<file path="src/rtl/doodle_pkg.sv">
`default_nettype none
// ============================================================================
// Module  : doodle_pkg
// Brief   : Shared types and constants for the score-to-BCD display path.
// Rev     : 1.0  initial release
// ============================================================================
package doodle_pkg;

    localparam int SCORE_W_DEF = 20;
    localparam int DIGITS_DEF  = 6;

    typedef enum logic [1:0] {
        ST_IDLE  = 2'd0,
        ST_SHIFT = 2'd1,
        ST_LATCH = 2'd2
    } state_e;

    // Largest value representable in the given number of decimal digits.
    function automatic longint unsigned bcd_max(input int digits);
        longint unsigned r;
        r = 1;
        for (int i = 0; i < digits; i++) begin
            r = r * 10;
        end
        return r - 1;
    endfunction

    localparam longint unsigned BCD_MAX = bcd_max(DIGITS_DEF);

endpackage
`default_nettype wire

</file>
<file path="src/rtl/bcd_add3.sv">
`default_nettype none
// ============================================================================
// Module  : bcd_add3
// Brief   : Double-dabble nibble correction: adds 3 when the nibble is >= 5.
// Rev     : 1.0  initial release
// ============================================================================
module bcd_add3 (
    input  logic [3:0] i_nib,
    output logic [3:0] o_nib
);

    assign o_nib = (i_nib >= 4'd5) ? (i_nib + 4'd3) : i_nib;

endmodule
`default_nettype wire

</file>
<file path="src/rtl/score_bcd.sv">
`default_nettype none
// ============================================================================
// Module  : score_bcd
// Brief   : Sequential binary-to-BCD converter for the score display; converts
//           only when the score changes and saturates at all nines.
//           Optional leading-zero blanking: define SCORE_BCD_BLANK_EN.
// Rev     : 1.0  initial release
// ============================================================================
module score_bcd
    import doodle_pkg::*;
#(
    parameter int SCORE_W = SCORE_W_DEF,
    parameter int DIGITS  = DIGITS_DEF
) (
    input  logic                  Clk,
    input  logic                  Reset_n,
    input  logic [SCORE_W-1:0]    Score,
    output logic [4*DIGITS-1:0]   Digits,
    output logic                  Overflow,
    output logic                  Busy,
    output logic                  Valid,
    output logic [DIGITS-1:0]     Blank
);

    localparam int              BW          = 4 * DIGITS;
    localparam int              CNT_W       = (SCORE_W > 1) ? $clog2(SCORE_W) : 1;
    localparam logic [63:0]     C_BCD_LIMIT = 64'(bcd_max(DIGITS));
    localparam logic [CNT_W-1:0] C_LAST_CNT = CNT_W'(SCORE_W - 1);

    state_e               state_q,  state_d;
    logic [SCORE_W-1:0]   last_q,   last_d;
    logic [SCORE_W-1:0]   cap_q,    cap_d;
    logic [SCORE_W-1:0]   bin_q,    bin_d;
    logic [BW-1:0]        bcd_q,    bcd_d;
    logic [CNT_W-1:0]     cnt_q,    cnt_d;
    logic                 sat_q,    sat_d;
    logic [BW-1:0]        digits_q, digits_d;
    logic                 ovf_q,    ovf_d;
    logic                 busy_q,   busy_d;
    logic                 valid_q,  valid_d;
    logic [BW-1:0]        bcd_adj;
    logic                 in_range;

    genvar gi;
    generate
        for (gi = 0; gi < DIGITS; gi++) begin : g_add3
            bcd_add3 u_add3 (
                .i_nib (bcd_q[4*gi +: 4]),
                .o_nib (bcd_adj[4*gi +: 4])
            );
        end
    endgenerate

    assign in_range = (64'(Score) <= C_BCD_LIMIT);

    always_comb begin
        state_d  = state_q;
        last_d   = last_q;
        cap_d    = cap_q;
        bin_d    = bin_q;
        bcd_d    = bcd_q;
        cnt_d    = cnt_q;
        sat_d    = sat_q;
        digits_d = digits_q;
        ovf_d    = ovf_q;
        valid_d  = 1'b0;

        case (state_q)
            ST_IDLE: begin
                if (Score != last_q) begin
                    cap_d = Score;
                    if (in_range) begin
                        bin_d   = Score;
                        bcd_d   = '0;
                        cnt_d   = '0;
                        sat_d   = 1'b0;
                        state_d = ST_SHIFT;
                    end else begin
                        sat_d   = 1'b1;
                        state_d = ST_LATCH;
                    end
                end
            end
            ST_SHIFT: begin
                {bcd_d, bin_d} = {bcd_adj, bin_q} << 1;
                cnt_d = cnt_q + 1'b1;
                if (cnt_q == C_LAST_CNT) begin
                    state_d = ST_LATCH;
                end
            end
            ST_LATCH: begin
                digits_d = sat_q ? {DIGITS{4'h9}} : bcd_q;
                ovf_d    = sat_q;
                valid_d  = 1'b1;
                last_d   = cap_q;
                state_d  = ST_IDLE;
            end
            default: begin
                state_d = ST_IDLE;
            end
        endcase

        busy_d = (state_d != ST_IDLE);
    end

    always_ff @(posedge Clk) begin
        if (!Reset_n) begin
            state_q  <= ST_IDLE;
            last_q   <= '0;
            cap_q    <= '0;
            bin_q    <= '0;
            bcd_q    <= '0;
            cnt_q    <= '0;
            sat_q    <= 1'b0;
            digits_q <= '0;
            ovf_q    <= 1'b0;
            busy_q   <= 1'b0;
            valid_q  <= 1'b0;
        end else begin
            state_q  <= state_d;
            last_q   <= last_d;
            cap_q    <= cap_d;
            bin_q    <= bin_d;
            bcd_q    <= bcd_d;
            cnt_q    <= cnt_d;
            sat_q    <= sat_d;
            digits_q <= digits_d;
            ovf_q    <= ovf_d;
            busy_q   <= busy_d;
            valid_q  <= valid_d;
        end
    end

    assign Digits   = digits_q;
    assign Overflow = ovf_q;
    assign Busy     = busy_q;
    assign Valid    = valid_q;

`ifdef SCORE_BCD_BLANK_EN
    logic [DIGITS-1:0] blank_q, blank_d;
    logic              blank_run;

    // Bit i blanks digit i when it and every digit above it are zero.
    always_comb begin
        blank_d   = blank_q;
        blank_run = 1'b1;
        if (state_q == ST_LATCH) begin
            blank_d = '0;
            if (!sat_q) begin
                for (int i = DIGITS - 1; i >= 1; i--) begin
                    blank_run  = blank_run && (bcd_q[4*i +: 4] == 4'd0);
                    blank_d[i] = blank_run;
                end
            end
        end
    end

    always_ff @(posedge Clk) begin
        if (!Reset_n) begin
            blank_q <= {{(DIGITS-1){1'b1}}, 1'b0};
        end else begin
            blank_q <= blank_d;
        end
    end

    assign Blank = blank_q;
`else
    assign Blank = '0;
`endif

endmodule
`default_nettype wire

</file>
<file path="config.mk">
export PLATFORM = sky130hd
export DESIGN_NAME = score_bcd
export DESIGN_NICKNAME = d
export VERILOG_FILES = /design/src/rtl/doodle_pkg.sv /design/src/rtl/bcd_add3.sv /design/src/rtl/score_bcd.sv
export SDC_FILE = /design/constraint.sdc
export NUM_CORES = 1
export LEC_CHECK = 0
export CORE_MARGIN = 4
export CORE_UTILIZATION = 38
export DETAILED_ROUTE_END_ITERATION = 8
export PLACE_DENSITY = 0.67
export RECOVER_POWER = 100
export SETUP_SLACK_MARGIN = 0.05
export SLEW_MARGIN = 20
export SYNTH_ARGS = -nofsm -noshare
export SYNTH_HDL_FRONTEND = slang
export SYNTH_HIERARCHICAL = 1
export SYNTH_SLANG_ARGS = --single-unit
</file>
<file path="constraint.sdc">
create_clock -name Clk -period 4.4 [get_ports Clk]
set_clock_uncertainty 0.05 [all_clocks]
set_input_delay 0.88 -clock Clk [delete_from_list [all_inputs] [get_ports Clk]]
set_output_delay 0.88 -clock Clk [all_outputs]
set_load 0.03 [all_outputs]
</file>
======== Word-level counts from Yosys, hierarchy flattened ========
Cells that the tools add are included.
storage, ports and cells
  logic and storage cells ................. 58
  input port bits ......................... 22
  flip-flop bits (word level) ............. 119
operators by class
  multiplexer cells ....................... 22
  equal/unequal tests ..................... 6
  order comparisons ....................... 7
  add/subtract/negate cells ............... 7
  reduce and logical (&&, ||, !) cells .... 5
operators with widths
  operator                                                            count
  two-way mux 24 bit                                                  3
  case mux 24 bit (2 select lines)                                    1
  two-way mux 20 bit                                                  2
  case mux 20 bit (2 select lines)                                    1
  greater-or-equal comparator 4 x 3 -> 1 bit (second input constant)  6
  adder 4 x 2 -> 4 bit (second input constant)                        5
  <= comparator 20 bit (second input constant)                        1
  two-way mux 4 bit                                                   5
  inequality test 20 bit                                              1
  two-way mux 5 bit                                                   2
  case mux 5 bit (2 select lines)                                     1
  two-way mux 2 bit                                                   3
  adder 5 x 1 -> 5 bit (second input constant)                        1
  equality test 5 bit (second input constant)                         1
  inequality test 2 bit (second input constant)                       2
  case mux 2 bit (2 select lines)                                     1
  nonzero test 2 bit                                                  2
  adder 3 x 2 -> 3 bit (second input constant)                        1
  two-way mux 3 bit                                                   1
  AND reduction 3 bit                                                 1
  equality test 2 x 1 -> 1 bit (second input constant)                1
  equality test 2 bit (second input constant)                         1
  zero test 2 bit                                                     1
  two-way mux 1 bit                                                   2
  AND reduction 2 bit                                                 1

======== Longest topological paths before layout ========
  word-level depth ........................ 5
  gate-level depth with buffers ........... 8
  gate-level depth less buffers ........... 7

======== Cells and area by module ========
The synthesis kept the hierarchy.
by module, submodules not included
  module     sequential area each (µm²)  cells each  area an instance (µm²)  instances
  score_bcd  2382.3                      556         4908.5                  1
  bcd_add3   0.0                         16          101.3                   6

======== Worst setup path before layout ========
OpenSTA, ideal clock, no wires.
  path kind ............................... input-to-reg
  start point ............................. input Score[10]
  end point ............................... register cnt_q[3]
  data arrival time ....................... 2.501 ns
  slack ................................... 1.777 ns
  library setup time ...................... 0.071 ns
  cell stages on the path ................. 7
  required time ........................... 4.279 ns
  cell sequence ........................... or4_4 > a221oi_4 > o31a_2 > o31ai_2 > buf_6 > or3_1 > a21oi_1
on the way
  cells in the longest elaborated chain, start to end .. 3
RTL lines
  item                                                                   line                              source
  from (decl)                                                            score_bcd.sv:17                   input logic [SCORE_W-1:0] Score,
  <= comparator 20 bit / inequality test 20 bit (equally long branches)  score_bcd.sv:54, score_bcd.sv:70
  inequality test 2 bit (no source line)                                 --
  AND reduction 3 bit (no source line) *                                 --
  to (signal assigned)                                                   score_bcd.sv:125                  cnt_q <= cnt_d;
  to (decl)                                                              score_bcd.sv:35                   logic [CNT_W-1:0] cnt_q, cnt_d;
Every way passes the cells marked *; elsewhere a longest branch is shown, timed or not.
A chain may end at the register's enable or synchronous reset.

======== Worst setup path in the final report ========
  start point ............................. input Score[12]
  end point ............................... register bcd_q[11]
on the way
  cells in the longest elaborated chain, start to end .. 3
RTL lines
  item                                                                   line                              source
  <= comparator 20 bit / inequality test 20 bit (equally long branches)  score_bcd.sv:54, score_bcd.sv:70
  inequality test 2 bit (no source line)                                 --
  AND reduction 3 bit (no source line) *                                 --
  to (signal assigned)                                                   score_bcd.sv:112                  bcd_q <= '0;
  to (signal assigned)                                                   score_bcd.sv:124                  bcd_q <= bcd_d;
  to (decl)                                                              score_bcd.sv:34                   logic [BW-1:0] bcd_q, bcd_d;
Marked as above.

==> metrics list <==
- The flow ran to the end, but the final reports show violations.
- The final reports fail on max-capacitance violations, max-slew violations.
- Element type at the critical path start: input pin
- Maximum vdd ir drop: roughly 0.29 mV
- WP data arrival: approximately 4 ns
- Synthesis handed over a netlist of between 600 and 700 instances.
- Clock tree from TritonCTS: done
- Top-level port count: 55
- Clock-pin slew of the registers on the worst-case setup and hold paths: roughly 0.05 ns
- Unrepaired setup endpoints after global routing: false
- Row count: 43
* RD Place Congestion: 0.793
- The tool flagged a number of max-cap violations equal to 1.
- Longest Clk Path Bufs: 2
- The number of placed instances, taps included, is ~850.
* CP Capture Type: register
- Filler cell count: ~1,300
* Crit path kind: in -> reg
* Critical path cell sequence: dlygate4sd3_1 > xor2_1 > nor4_1 > nand2_1 > o31ai_4 > clkbuf_1 > a22oi_1 > nor2b_1
- Die area: around 16,000 um2
- The repair_antennas step left the layout with diodes totalling 0.
- At the pin with the least slew margin, the transition time is between 1.5 and 2 ns.
- Of all nets on the critical path, the largest fanout is 21.
- The slowest stage of the critical path belongs to the cell sky130_fd_sc_hd__o31ai_4.
- Once detail routing completed, the nets flagged for antenna violations numbered 0.
- Global routing consumed, over all layers together, between 10% and 20% of the routing resources.
* Synthesized area per cell: 8.48 um2
* Final Hold Fails: 0
- Setup slack on the worst reg-to-reg path comes out at roughly 1.5 ns.
- NumNets Final: 722
* Achievable frequency: 270 MHz
* DR pass1 iterations: 5
- Post-CTS repair changed the size of 0 cells.
- Vias in the first global route: around 4,400
- Hold Crit Class: reg -> reg
* Headroom to the max-slew limit: -19.6%
* Skew-Pair Late Insertion Delay: around 0.4 ns
- Entering global routing, the biggest net connects roughly 50 pins.
- The final-report max-slew violation count is 51.
- Post-Route Utilization: 47.6%
- Setup violations remaining at the end of the flow were counted as 0.
- Total power of the final layout: 2630 uW
- Leaving out filler cells and counting taps, the final layout contains between 800 and 900.
- Clock sink count: between 100 and 150
- For this block, the initial DRC count from the detailed router was 223.
- For this block, the via count after detailed routing is approximately 4,500.
- Setup total negative slack: 0 ns
* Critical path required time: roughly 4.7 ns
- Subtracting the final worst setup slack from the clock period gives ~3.7 ns.
* Overflow left after global routing: 0
- Synthesized cell area: 5500 um2
- In this run the power density over the cells is 394 nW/um2.
- From synthesis to final layout, the design area changed by 21.6%.
- Summed over all nets, the half-perimeter wirelength after detailed placement is ~8.4 mm.
- Clock root cell: sky130_fd_sc_hd__clkbuf_16
* Wire length of the first global-routing pass: about 21 mm
- The Yosys step of the flow raised 6 warnings.
- The number of antenna violations at the first check in global routing came to 0.
* Die boundary width: 128 um
* Floorplan core area: between 10,000 and 15,000 um2
- For this configuration, the core starts out at a cell density of around 40%.
- In this design, the stage delay of the slowest critical-path cell is roughly 0.73 ns.
* Post-detailed-routing wire length: ~13 mm
- Via density: between 5 and 6
- Setup bufs post-CTS: 0
- Of the cells placed in the final design, the portion with a size suffix greater than 1 is 6.59%.
- Average wire per cell in the routed design: roughly 14 um
- CTS built an H-tree with a depth of 4.
- During placement, the flow inserted port buffers numbering between 40 and 50.
- Dividing the final minimum period by the clock period gives a little over four fifths.
- The die is between 100 and 150 um tall.
* Count of hold-fix buffers inserted at cts: 0
- In the routed design, unresolved DRC markers number 0.
- Counting the buffers created by CTS gives 17.
- Static Leak: between 0.002 and 0.003 uW
==> through the flow <==
step	area [um2]	worst slack (ns)	hold slack, ns
after floorplan	5520	1.78	0.375
after global placement	6100	0.569	0.390
after detailed placement	6100	0.547	0.396
after CTS	6670	0.951	0.405
after global routing	6680	0.407	0.432
final	6680	0.693	0.405
==> state kept, by name (all words and copies together), names as in the netlist <==
signal / cells
Digits: 24
bcd_q: 24
bin_q: 20
cap_q: 20
last_q: 20
cnt_q: 5
state_q: 2
Busy: 1
Overflow: 1
Valid: 1
sat_q: 1
==> path summary, 6_finish.rpt <==
check / from / end / cells after the start
worst max-delay path: Score[12] / bcd_q[11] / 8
worst min-delay path: bin_q[4] / bin_q[4] / 2
worst max register to register: last_q[8] / bcd_q[11] / 7
worst min register to register: bin_q[4] / bin_q[4] / 2
==> cell usage in the layout (no fill, tap or decap), types with 13 or more instances in the layout <==
master                              n
sky130_fd_sc_hd__a21boi_0          34
sky130_fd_sc_hd__a21oi_1           42
sky130_fd_sc_hd__a22oi_1           25
sky130_fd_sc_hd__clkbuf_16         17
sky130_fd_sc_hd__clkdlybuf4s50_1   19
sky130_fd_sc_hd__dfxtp_1          119
sky130_fd_sc_hd__dlygate4sd3_1     28
sky130_fd_sc_hd__ha_1              13
sky130_fd_sc_hd__inv_1             33
sky130_fd_sc_hd__mux2i_1           26
sky130_fd_sc_hd__nand2_1           80
sky130_fd_sc_hd__nand3_1           16
sky130_fd_sc_hd__nor2_1            40
sky130_fd_sc_hd__nor2b_1           45
sky130_fd_sc_hd__o21ai_0           33
sky130_fd_sc_hd__xor2_1            20
==> layer usage <==
| metal | GRT usage, % | part of all wire, % |
|---|---|---|
| met1 | 19.2 | 45 |
| met2 | 26.1 | 50 |
| met3 | 4.17 | 4.0 |
| met4 | 7.55 | 1.6 |
| met5 | 0 | 0 |
==> critical path, delay by kind of cell <==
family	cells	cell delay (ns)
buf+inv	2	1.19
compound gates	2	0.88
simple gates	3	0.85
xor+xnor	1	0.20
==> power breakdown <==
group | total [uW] | internal, uW | switching, uW
clock | 1320 | 874 | 445
combinational | 184 | 75.7 | 108
sequential | 1130 | 1110 | 16.1
total | 2630 | 2060 | 569
==> final cells by class <==
class	count	area [um2]	share of cell area, %
Clock buffer	28	537	8.03
Clock inverter	2	35.0	0.524
Inverter	34	128	1.91
Multi-Input combinational cell	457	2820	42.2
Sequential cell	119	2380	35.7
Tap cell	180	225	3.37
Timing Repair Buffer	58	556	8.31
Note: power is estimated with default switching activity, not from simulation.
